===== src/rtl/lu_compare_counter_if.sv =====
// Transfer channel between the 2-bit equality/difference LU and its
// downstream hit/miss counter.
//
// Handshake: a transfer happens on a rising clk edge where in_valid and
// in_ready are both 1. The source raises in_valid with lu_res/chave and
// must keep all three stable until that edge; the sink may drive in_ready
// independently of in_valid, and in_valid never depends on in_ready.
//
// Signals
//   in_valid  source -> sink  lu_res/chave carry a result
//   in_ready  sink -> source  sink accepts a transfer this cycle
//   lu_res    source -> sink  per-bit LU output, W bits
//   chave     source -> sink  LU mode: 0 = equality (XNOR), 1 = difference (XOR)
interface lu_compare_counter_if #(
  parameter int W = 2
);
  logic         in_valid;
  logic         in_ready;
  logic [W-1:0] lu_res;
  logic         chave;

  modport master (
    output in_valid,
    output lu_res,
    output chave,
    input  in_ready
  );

  modport slave (
    input  in_valid,
    input  lu_res,
    input  chave,
    output in_ready
  );
endinterface


===== src/rtl/lu_compare_counter.sv =====
// Reduces each LU result vector to a 1-bit verdict and counts hits and
// misses over a batch of n_ops transfers, then pulses done for one cycle.
//
// Ports
//   clk         rising-edge clock
//   rst_n       asynchronous active-low reset
//   start       begin a batch (honoured only in IDLE)
//   n_ops       batch length, captured with start
//   bus         slave side of the LU transfer channel (in_valid/in_ready/lu_res/chave)
//   last_flag   verdict of the most recent accepted transfer
//   hit_count   transfers with verdict 1 in the current/last batch
//   miss_count  transfers with verdict 0 in the current/last batch
//   busy        high while in RUN
//   done        one-cycle pulse when the batch is complete
//   fsm_state   current FSM state encoding (IDLE=0, RUN=1, DONE=2)
module lu_compare_counter #(
  parameter int W  = 2,
  parameter int CW = 8
) (
  input  logic                 clk,
  input  logic                 rst_n,
  input  logic                 start,
  input  logic [CW-1:0]        n_ops,
  lu_compare_counter_if.slave  bus,
  output logic                 last_flag,
  output logic [CW-1:0]        hit_count,
  output logic [CW-1:0]        miss_count,
  output logic                 busy,
  output logic                 done,
  output logic [1:0]           fsm_state
);

  typedef enum logic [1:0] {
    IDLE = 2'd0,
    RUN  = 2'd1,
    DONE = 2'd2
  } state_t;

  localparam logic [CW-1:0] ONE = CW'(1);

  state_t        state_q;
  state_t        state_d;
  logic [CW-1:0] remaining_q;
  logic [W-1:0]  res;
  logic          verdict;
  logic          xfer;

  assign res = bus.lu_res;

  // Equality mode: all bits of the XNOR vector set means the operands match.
  // Difference mode: any bit of the XOR vector set means they differ.
  assign verdict = bus.chave ? (|res) : (&res);

  assign bus.in_ready = (state_q == RUN);
  assign busy         = (state_q == RUN);
  assign done         = (state_q == DONE);
  assign xfer         = bus.in_valid & bus.in_ready;
  assign fsm_state    = state_q;

  always_ff @(posedge clk or negedge rst_n) begin
    if (!rst_n) begin
      state_q <= IDLE;
    end else begin
      state_q <= state_d;
    end
  end

  always_comb begin
    state_d = state_q;
    case (state_q)
      IDLE: begin
        if (start) begin
          // An empty batch still reports completion with a done pulse.
          state_d = (n_ops == '0) ? DONE : RUN;
        end
      end
      RUN: begin
        if (xfer && (remaining_q == ONE)) begin
          state_d = DONE;
        end
      end
      DONE: begin
        state_d = IDLE;
      end
      default: begin
        state_d = IDLE;
      end
    endcase
  end

  always_ff @(posedge clk or negedge rst_n) begin
    if (!rst_n) begin
      remaining_q <= '0;
      hit_count   <= '0;
      miss_count  <= '0;
      last_flag   <= 1'b0;
    end else if ((state_q == IDLE) && start) begin
      remaining_q <= n_ops;
      hit_count   <= '0;
      miss_count  <= '0;
      last_flag   <= 1'b0;
    end else if (xfer) begin
      // Counts cannot wrap: at most n_ops transfers are accepted per batch.
      remaining_q <= remaining_q - ONE;
      last_flag   <= verdict;
      if (verdict) begin
        hit_count <= hit_count + ONE;
      end else begin
        miss_count <= miss_count + ONE;
      end
    end
  end

endmodule


===== src/flat_wrapper.sv =====
// flat-port wrapper written by rule: the top's interface ports become plain ports
module lu_compare_counter_flat 
#(
  parameter int W  = 2,
  parameter int CW = 8
)
  (clk, rst_n, start, n_ops, last_flag, hit_count, miss_count, busy, done, fsm_state, bus_in_valid, bus_lu_res, bus_chave, bus_in_ready);
  lu_compare_counter_if #(.W(W)) bus_i ();
  input  logic clk;
  input  logic rst_n;
  input  logic start;
  input  logic [CW-1:0] n_ops;
  output logic last_flag;
  output logic [CW-1:0] hit_count;
  output logic [CW-1:0] miss_count;
  output logic busy;
  output logic done;
  output logic [1:0] fsm_state;
  input wire logic [$bits(bus_i.in_valid)-1:0] bus_in_valid;
  input wire logic [$bits(bus_i.lu_res)-1:0] bus_lu_res;
  input wire logic [$bits(bus_i.chave)-1:0] bus_chave;
  output wire logic [$bits(bus_i.in_ready)-1:0] bus_in_ready;
  assign bus_i.in_valid = bus_in_valid;
  assign bus_i.lu_res = bus_lu_res;
  assign bus_i.chave = bus_chave;
  assign bus_in_ready = bus_i.in_ready;
  lu_compare_counter #(.W(W), .CW(CW)) u_core (.clk(clk), .rst_n(rst_n), .start(start), .n_ops(n_ops), .bus(bus_i), .last_flag(last_flag), .hit_count(hit_count), .miss_count(miss_count), .busy(busy), .done(done), .fsm_state(fsm_state));
endmodule

===== config.mk =====
export PLATFORM = sky130hd
export DESIGN_NAME = lu_compare_counter_flat
export DESIGN_NICKNAME = d
export VERILOG_FILES = /design/src/rtl/lu_compare_counter_if.sv /design/src/rtl/lu_compare_counter.sv /design/src/flat_wrapper.sv
export SDC_FILE = /design/constraint.sdc
export NUM_CORES = 1
export LEC_CHECK = 0
export CORE_MARGIN = 2
export CORE_UTILIZATION = 30
export CTS_CLUSTER_SIZE = 10
export DETAILED_ROUTE_END_ITERATION = 7
export PLACE_DENSITY = 0.62
export SLEW_MARGIN = 20
export SYNTH_ARGS = -nofsm -noshare
export SYNTH_HDL_FRONTEND = slang
export SYNTH_SLANG_ARGS = --single-unit

===== constraint.sdc =====
create_clock -name clk -period 1.88 [get_ports clk]
set_input_delay 0.188 -clock clk [delete_from_list [all_inputs] [get_ports clk]]
set_output_delay 0.188 -clock clk [all_outputs]
set_load 0.005 [all_outputs]

==> results of run 1 <==
==> cell usage after synthesis, drive strengths merged <==
cell type  count  share of area (%)
nor3b          1               0.53
o2bb2ai        1               0.61
nor2b          1               0.44
o31ai          1               0.53
or2            1               0.61
o221ai         1               0.61
nor3           6                2.5
mux2i          7                4.9
nand3b         1               0.53
a31oi          2               0.88
a32oi          1               0.61
and3b          1               0.61
ha             4                3.5
and2           1               0.44
maj3           1               0.79
buf            3                1.2
or3b           1               0.61
nand2         32                8.4
clkbuf         2               0.61
xnor2          2                1.2
o21ai         11                3.9
a21oi          4                1.4
and3           3                1.3
o311ai         3                1.8
nor2           9                2.4
xor2           1               0.61
dfrtp         27                 47
nand2b         1               0.44
nand4          1               0.44
inv            5                1.3
a22oi          1               0.53
nand3          6                2.1
a41o           1               0.70
or4            1               0.79
nor4           3                1.3
nand4b         1               0.61
o211ai         3                1.6
and4           1               0.61
a221o          1               0.70
==> layout make-up <==
type / count / area, sq um / area share (%)
multi-input cells: 116 / 707 / 36.7
repair buffers: 43 / 413 / 21.4
clock buffers: 4 / 45.0 / 2.34
well taps: 54 / 67.6 / 3.51
flip-flops and latches: 27 / 676 / 35.1
inverters: 5 / 18.8 / 0.974
==> logic make-up after synthesis <==
family                     share of synthesized area [%]
buffers and inverters                               3.15
muxes                                               4.91
DFF                                                 47.3
adders and majority gates                           4.29
xor gates and xnor gates                            1.84
AOI/OAI and AO/OA                                   13.8
and+or+nand+nor                                     24.6
==> sequential cells by signal, summed over array words and instances (netlist names) <==
register,cells
u_core.hit_count,8
u_core.miss_count,8
u_core.remaining_q,8
u_core.fsm_state,2
u_core.last_flag,1
==> through the flow <==
stage          hold slack (ns)  area [sq um]  cells
3_5_place_dp             0.483          1880    245
5_1_grt                  0.314          1930    249
2_1_floorplan           -0.108          1430    153
3_3_place_gp             0.469          1880    245
6_report                 0.285          1930    249
4_1_cts                  0.300          1930    249
==> metal layers <==
layer	GRT usage (%)	share of wire (%)	vias up
li1	-	-	634
met1	18.7	49	576
met2	21.0	46	28
met3	2.07	3.6	6
met4	6.17	1.8	0
met5	0	0	-
==> cells in the final DEF, fill, tap and decap left out, drive strengths merged, types with 5 or more instances in the layout <==
cell type	count
inv	5
dfrtp	27
nor3	6
clkdlybuf4s50	36
buf	7
nor2	9
mux2i	7
nand3	6
o21ai	11
nand2	32
==> power groups by stage <==
stage / clock network, mW / logic [mW] / registers, mW
floorplan: 0 / 0.493 / 0.899
global placement: 0 / 0.846 / 0.930
detailed placement: 0 / 0.856 / 0.931
CTS: 0.350 / 0.859 / 0.921
global route: 0.372 / 0.963 / 0.953
finish: 0.339 / 0.851 / 0.920
==> how the worst max path moves through the flow <==
stage                                                   end  slack (ns)  depth (start not counted)
after global placement      u_core.hit_count[7]$_DFFE_PN0P_        0.10                          5
after global routing                                   busy        0.09                          3
after CTS                                      bus_in_ready        0.18                          3
final                                          bus_in_ready        0.18                          3
after detailed placement    u_core.hit_count[7]$_DFFE_PN0P_        0.07                          5
after floorplan           u_core.remaining_q[7]$_DFFE_PN0P_        0.34                          4
==> critical path, stage by stage, from the launching register on <==
cell and delay (ns):
dfrtp_1 0.46, nand2b_1 0.18, inv_1 0.09, clkdlybuf4s50_1 0.50
==> metrics.cfg, run 1 <==
[routing]
remaining_drc_errors=0
wirelength_mm=3.37
num_vias=1244
wl_per_cell_um=13.6
drtIter0Drc=37
drt-pass1-iter-count=4
ant_nets=0
avgViaCountPerCell=5.00

[timing]
final-hold-violation-count=0
timing.fmax_mhz=589
skew_ns=0.00201
worst_slack_ns=0.183
finalMaxSlewViolations=0
rsz0062_at_grt=no
slew_headroom_pct=77.0
finalCritPeriodShare_pct=90.3
max_slew.worst_pin.slew_ns=0.341
fin_crit_ns=1.70
setup-tns-final_ns=0
setup_viol=0

[clock_tree]
cts_made_buffers=3
clk_pin_slew_ns=0.09
cts_max_path_buffers=2
clock_sinks=27
hold_buffers=0
cts_tree=yes
cts-root-buf=clkbuf_8
post_cts_resized=0
post_cts_buffers=0
h-tree-depth=1
insertion_delay_ns=0.28

[floorplanning]
die_y_um=73.0
start_util_pct=30.6
die_area_sq_um=5330
num_rows=25
die_w_um=73.0
core_area_sq_um=4660
io_pins=37

[final_layout]
num-fill-cells=457
diodes=0
nets=215
synthToLayoutAreaGrowth_pct=35.0
layout-drive-gt1-share_pct=7.69
final_core_util_pct=41.3

[global_route]
antenna_found_initial=0
grt_pass1_wl_mm=5.64
grt_max_degree=28
grt_pass1_vias=1196
grt-ovfl-total=0
track_usage_pct=13.6

[worst_setup_path]
worstSetupStartpointType=flop
crit_start=u_core.fsm_state[1]$_DFFE_PN0P_
r2r-end=u_core.fsm_state[1]$_DFFE_PN0P_
worst_ep_required_time_ns=1.69
arrival_ns=1.51
rrSetupSlack_ns=0.23
reg2reg_from=u_core.remaining_q[5]$_DFFE_PN0P_
reg2reg_depth=4
crit_path_end_kind=primary output
critical_path_class=reg -> out
crit_fanout=7

[pwr]
p_sw_share_pct=36.2
leakage_nw=0.825
power_mw=2.11
vdd_drop_max_uv=447
p_switching_uw=763
power_density_nw_per_um2=1090
power.internal_mw=1.35
combPwrFrac_pct=40.3
power_frac_clock_pct=16.1
seq_power_share_pct=43.6

[status]
status=completed

[synthesis]
yosys_warnings=0
netlist_area_sq_um=1430
seq_area_frac_synth_pct=47.3
synth.avg_cell_area_sq_um=9.33
netlist_instances=153
synth_nets=172
ys_types=43
ys_ff_latch=27

[hold_path]
hold_class=in -> async

[placed_design]
post-place-ws_ns=0.0727
port_buffers=36
dp_hpwl_mm=2.46
gp_congestion=0.865

[job]
drv_cap=0

Power figures use the tool's default switching activity.
==> run 2: changes to the inputs <==
- PLACE_DENSITY: 0.62 -> 0.64
- clock period: 1.88 -> 1.5 ns (I/O delays scaled with it)
==> run 2 against run 1 <==
  * The flow now finishes with violations (negative setup slack)
  * Die area unchanged
  * Flip-flop and latch count stayed put
  * Utilization is 7.8 points higher
  * Clock skew increased by 0.0053 ns
  * Final cell count up 12%
  * Largest cell class unchanged
==> metrics.cfg, run 2 (synthesis gave the netlist of run 1 again) <==
[timing]
rsz0062_at_grt=yes
timing.fmax_mhz=609
max_slew.worst_pin.slew_ns=0.364  ; +0.0230 ns
setup_viol=7  ; +7
final-hold-violation-count=0  ; unchanged
finalMaxSlewViolations=0  ; unchanged
finalCritPeriodShare_pct=110
slew_headroom_pct=75.5  ; -1.5 points
fin_crit_ns=1.64
skew_ns=0.00734  ; +0.00533 ns
worst_slack_ns=-0.143  ; -0.327 ns

[worst_setup_path]
crit_family=simple AND/OR/NAND/NOR gates
rrSetupSlack_ns=-0.14  ; -0.37 ns
arrival_ns=1.80  ; +0.29 ns
cp_slowest_stage_delay_ns=0.54  ; +0.04 ns
crit_fanout=3  ; -4
worstSetupStartpointType=flop
path_depth=4  ; +1
reg2reg_depth=4  ; unchanged
reg2reg_from=u_core.remaining_q[2]$_DFFE_PN0P_
crit_chain=or4_4 -> or2_4 -> o211ai_1 -> o311ai_1
crit_slowest_cell=or4_4
cp_num_buf_inv=0  ; -2
worst_ep_required_time_ns=1.66  ; -0.03 ns
crit_path_end_kind=flop
r2r-end=u_core.remaining_q[7]$_DFFE_PN0P_
critical_path_class=reg -> reg

[final_layout]
largestRegisters=u_core.hit_count (8), u_core.miss_count (8), u_core.remaining_q (8)
synthToLayoutAreaGrowth_pct=60.5
final_core_util_pct=49.2  ; +7.8 points
nets=245  ; +14%
layout_commonest_cell=clkdlybuf4s50_1
stdcell_count=279  ; +12%
final_cell_mix=31 x clkdlybuf4s50_1, 25 x nand2_1, 25 x buf_4, 25 x dfrtp_1, 11 x buf_6
diodes=0  ; unchanged
layout-drive-gt1-share_pct=29.3  ; +22 points
design_area_sq_um=2290  ; +19%

[clock_tree]
cts_tree=yes
hold_buffers=0  ; unchanged
cts_made_buffers=3  ; unchanged
h-tree-depth=1  ; unchanged
cts_max_path_buffers=2  ; unchanged
clk_pin_slew_ns=0.10  ; about the same
clock_sinks=27  ; unchanged
cts-root-buf=clkbuf_8
insertion_delay_ns=0.28  ; about the same

[global_route]
grt_pass1_wl_mm=6.22  ; +10%
antenna_found_initial=0  ; unchanged
track_usage_pct=15.0  ; +1.4 points
grt_max_degree=28  ; unchanged
grt-ovfl-total=0  ; unchanged
grt_pass1_vias=1342  ; +12%

[status]
violations=negative setup slack
status=finished, violations left

[placed_design]
gp_congestion=0.920  ; +6.4%
dp_hpwl_mm=2.74  ; +11%
dp_cells=265  ; +8.2%
port_buffers=36  ; unchanged
post-place-ws_ns=-0.192  ; -0.265 ns
postPlaceCellArea_sq_um=2030  ; +8.1%

[routing]
avgViaCountPerCell=5.18  ; +3.7%
num_vias=1445  ; +16%
remaining_drc_errors=0  ; unchanged
drtIter0Drc=88  ; +140%
wl_per_cell_um=14.5  ; +6.8%
drt-pass1-iter-count=4  ; unchanged
ant_nets=0  ; unchanged
wirelength_mm=4.04  ; +20%

[floorplanning]
io_pins=37  ; unchanged
start_util_pct=30.6  ; unchanged
num_rows=25  ; unchanged
core_area_sq_um=4660  ; unchanged
die_y_um=73.0  ; unchanged
die_area_sq_um=5330  ; unchanged
die_w_um=73.0  ; unchanged

[pwr]
power_mw=3.19  ; +51%
vdd_drop_max_uv=847  ; +90%
leakage_nw=1.03  ; +25%
power_density_nw_per_um2=1390  ; +27%

[hold_path]
hold_class=in -> async

[job]
drv_cap=0  ; unchanged

==> run 2: changes by cell type in the layout (fill, tap and decap cells not counted), sizes merged <==
cell           delta
and3b             +1
buf              +29
clkbuf            -1
clkdlybuf4s15     +1
clkdlybuf4s50     -5
clkinv            +1
dlygate4sd2       +2
dlymetal6s2s      +2
==> run 2: final cells by class <==
| type | count | area [sq um] |
|---|---|---|
| multi-input cells | 117 | 806 |
| inverters | 5 | 18.8 |
| well taps | 54 | 67.6 |
| fillers | 425 | 2370 |
| flip-flops and latches | 27 | 678 |
| clock inverters | 1 | 5.00 |
| repair buffers | 72 | 674 |
| clock buffers | 3 | 41.3 |
==> run 2: worst register-to-register path, delay by kind of cell, from the launching register on <==
kind            cells  cell delay (ns)
compound gates      2             0.33
simple gates        2             0.80
flops               1             0.39
==> run 2: worst max path at each step <==
stage	start	end	slack (ns)
2_1_floorplan	u_core.remaining_q[5]$_DFFE_PN0P_	u_core.remaining_q[7]$_DFFE_PN0P_	-0.04
3_3_place_gp	bus_chave	u_core.miss_count[3]$_DFFE_PN0P_	-0.18
3_5_place_dp	bus_in_valid	u_core.hit_count[2]$_DFFE_PN0P_	-0.19
4_1_cts	u_core.remaining_q[5]$_DFFE_PN0P_	u_core.remaining_q[7]$_DFFE_PN0P_	-0.11
5_1_grt	u_core.remaining_q[2]$_DFFE_PN0P_	u_core.remaining_q[7]$_DFFE_PN0P_	-0.17
6_report	u_core.remaining_q[2]$_DFFE_PN0P_	u_core.remaining_q[7]$_DFFE_PN0P_	-0.14
==> run 2: through the flow <==
step	hold slack (ns)	setup TNS, ns
6_report	0.241	-0.406
5_1_grt	0.274	-1.19
4_1_cts	0.255	-0.476
3_5_place_dp	0.477	-3.13
3_3_place_gp	0.469	-2.47
2_1_floorplan	-0.146	-0.0388
==> run 2: metal layers <==
metal | wire length [um] | global-route usage, % | vias up
li1 | - | - | 704
met1 | 1860 | 21.7 | 696
met2 | 1960 | 23.1 | 40
met3 | 179 | 3.18 | 5
met4 | 32 | 3.09 | 0
met5 | 0 | 0 | -
==> run 2: timing repair <==
item                       4_1_cts  5_1_grt
setup endpoints to repair       13       24
pin swaps                        1        5
resized for setup               14       31
gates cloned                     0        1
setup buffers                    3        7
==> run 2: where the power goes <==
group | leakage (nW) | internal, mW | switching [mW]
sequential | 0.350 | 0.932 | 0.195
combinational | 0.652 | 0.898 | 0.737
clock | 0.0255 | 0.186 | 0.237
total | 1.03 | 2.02 | 1.17
==> run 3: changes to the inputs <==
--- a/config.mk
+++ b/config.mk
@@ -10,5 +10,5 @@
 export CTS_CLUSTER_SIZE = 10
 export DETAILED_ROUTE_END_ITERATION = 7
-export PLACE_DENSITY = 0.64
+export PLACE_DENSITY = 0.62
 export SLEW_MARGIN = 20
 export SYNTH_ARGS = -nofsm -noshare
==> constraint.sdc (replaced) <==
create_clock -name clk -period 1.76 [get_ports clk]
set_input_delay 0.44 -clock clk [delete_from_list [all_inputs] [get_ports clk]]
set_output_delay 0.44 -clock clk [all_outputs]
set_load 0.005 [all_outputs]
==> run 3 against run 2 <==
  * The run now ends clean
  * Combinational power down 37%
  * Global-route usage down 1.4 points
  * Clock-buffer cell count did not move
  * Sequential share of layout area grew 3.2 points
  * Register-to-register slack better by 0.27 ns
  * Utilization down 4.9 points
  * First-iteration DRC count fell by 57%
  * Die area stayed put
  * Total power is 25% lower
  * Worst hold slack gained 0.24 ns
  * Routed wire length shrank 15%
==> metrics.cfg, run 3 (synthesis gave the netlist of run 1 again) <==
[status]
status=completed

[timing]
rsz0062_at_grt=no
finalMaxSlewViolations=0  ; unchanged
finalCritPeriodShare_pct=97.9
final-hold-violation-count=0  ; unchanged
setup_viol=0  ; -7
setup-tns-final_ns=0  ; +0.406 ns
timing.fmax_mhz=581
skew_ns=0.00456  ; -0.00278 ns
slew_headroom_pct=74.9  ; -0.56 points
max_slew.worst_pin.slew_ns=0.373  ; +0.00839 ns
fin_crit_ns=1.72
hold_ws_ns=0.477  ; +0.236 ns

[global_route]
grt_pass1_vias=1185  ; -12%
grt_pass1_wl_mm=5.61  ; -9.9%
grt_max_degree=28  ; unchanged
antenna_found_initial=0  ; unchanged
track_usage_pct=13.6  ; -1.4 points
grt-ovfl-total=0  ; unchanged

[final_layout]
nets=229  ; -6.5%
diodes=0  ; unchanged
final_cell_mix=33 x clkdlybuf4s50_1, 32 x nand2_1, 25 x dfrtp_1
synthToLayoutAreaGrowth_pct=44.6
multi_input_area_sq_um=724  ; -10%
layout-drive-gt1-share_pct=17.7  ; -12 points
num-fill-cells=443  ; +4.2%
design_area_sq_um=2060  ; -9.9%
seqCellArea_sq_um=678  ; unchanged
largestRegisters=u_core.hit_count (8), u_core.miss_count (8), u_core.remaining_q (8)
layout_commonest_cell=clkdlybuf4s50_1

[worst_setup_path]
crit_fanout=3  ; unchanged
crit_chain=buf_4 -> clkdlybuf4s50_1
crit_family=buffers and inverters
crit_path_end_kind=primary output
worst_ep_required_time_ns=1.32  ; -0.34 ns
crit_slowest_cell=clkdlybuf4s50_1
cp_slowest_stage_delay_ns=0.49  ; -0.05 ns
worstSetupStartpointType=flop
arrival_ns=1.28  ; -0.52 ns
cp_num_buf_inv=2  ; +2
critical_path_class=reg -> out

[placed_design]
gp_congestion=0.903  ; -1.9%
port_buffers=36  ; unchanged
dp_hpwl_mm=2.58  ; -5.9%
postPlaceCellArea_sq_um=1980  ; -2.5%

[clock_tree]
cts-root-buf=clkbuf_8
h-tree-depth=1  ; unchanged
insertion_delay_ns=0.28  ; about the same
clk_pin_slew_ns=0.10  ; about the same
cts_max_path_buffers=2  ; unchanged
clock_sinks=27  ; unchanged
cts_tree=yes
cts_made_buffers=3  ; unchanged
hold_buffers=0  ; unchanged

[floorplanning]
die_area_sq_um=5330  ; unchanged
start_util_pct=30.6  ; unchanged
core_area_sq_um=4660  ; unchanged
die_w_um=73.0  ; unchanged
die_y_um=73.0  ; unchanged
io_pins=37  ; unchanged
num_rows=25  ; unchanged

[routing]
ant_nets=0  ; unchanged
num_vias=1310  ; -9.3%
wl_per_cell_um=13.1  ; -9.7%
wirelength_mm=3.44  ; -15%
drt-pass1-iter-count=4  ; unchanged
avgViaCountPerCell=4.98  ; -3.8%
drtIter0Drc=38  ; -57%
remaining_drc_errors=0  ; unchanged

[pwr]
p_sw_share_pct=36.2  ; -0.54 points
power.internal_mw=1.52  ; -24%
p_switching_uw=863  ; -26%
power_frac_clock_pct=15.6  ; +2.3 points
combPwrFrac_pct=43.4  ; -7.9 points
seq_power_share_pct=41.0  ; +5.6 points
leakage_nw=0.900  ; -12%
vdd_drop_max_uv=504  ; -41%
power_density_nw_per_um2=1160  ; -17%

[hold_path]
hold_class=reg -> reg

[job]
drv_cap=0  ; unchanged

[run 3: cell count changes in the layout (fill, tap and decap cells not counted), sizes merged]
cell,change
clkinvlp,+1
clkdlybuf4s15,-1
dlymetal6s2s,-2
and3b,-1
clkdlybuf4s50,+2
buf,-15
dlygate4sd2,+1
clkinv,-1
[run 3: final timing paths]
path | slack (ns) | endpoint | cells past startpoint | startpoint
worst max-delay path | 0.04 | fsm_state[1] | 2 | u_core.fsm_state[1]$_DFFE_PN0P_
worst max register to register | 0.13 | u_core.fsm_state[0]$_DFFE_PN0P_ | 4 | u_core.remaining_q[5]$_DFFE_PN0P_
min in group asynchronous | 0.54 | u_core.hit_count[1]$_DFFE_PN0P_ | 2 | rst_n
max in group asynchronous | 0.94 | u_core.fsm_state[0]$_DFFE_PN0P_ | 2 | rst_n
worst min register to register | 0.48 | u_core.hit_count[7]$_DFFE_PN0P_ | 1 | u_core.hit_count[7]$_DFFE_PN0P_
worst min-delay path | 0.48 | u_core.hit_count[7]$_DFFE_PN0P_ | 1 | u_core.hit_count[7]$_DFFE_PN0P_
[run 3: area by class of cell]
cell class	instances	area share [%]
sequential	27	32.8
multi-input combinational	116	35.1
timing repair buffer	57	25.5
inverter	5	0.909
clock buffer	3	2.00
tap	54	3.27
clock inverter	1	0.364
[run 3: metrics by stage]
step / setup slack, ns / instances / utilization [%] / power (mW)
3_3_place_gp: -0.207 / 257 / 42.6 / 2.00
3_5_place_dp: -0.232 / 257 / 42.6 / 2.01
4_1_cts: 0.0418 / 263 / 44.1 / 2.39
2_1_floorplan: 0.221 / 153 / - / 1.49
5_1_grt: 0.00190 / 263 / 44.3 / 2.58
6_report: 0.0378 / 263 / 44.3 / 2.39
[run 3: worst register-to-register path: stages (launching register included)]
cell     delay (ns)
dfrtp_1        0.39
or4_4          0.56
or2_4          0.26
nor3_2         0.21
o21ai_0        0.10
[run 3: power by group through the flow]
stage               clock, mW  sequential (mW)  combinational (mW)
global placement            0            0.981                1.02
global route            0.409             1.00                1.16
CTS                     0.376            0.974                1.04
finish                  0.373            0.978                1.03
floorplan                   0            0.960               0.526
detailed placement          0            0.981                1.03
[run 3: metal layers]
layer	vias to the layer above	share of wire [%]	global-route usage [%]
li1	664	-	-
met1	609	50	19.8
met2	30	44	20.4
met3	7	4.1	2.07
met4	0	1.8	4.53
met5	-	0	0
[run 3: what timing repair did]
item                                    4_1_cts  5_1_grt
buffers inserted                              2        0
endpoints found under the setup margin        3        4
resized for setup                             6        4
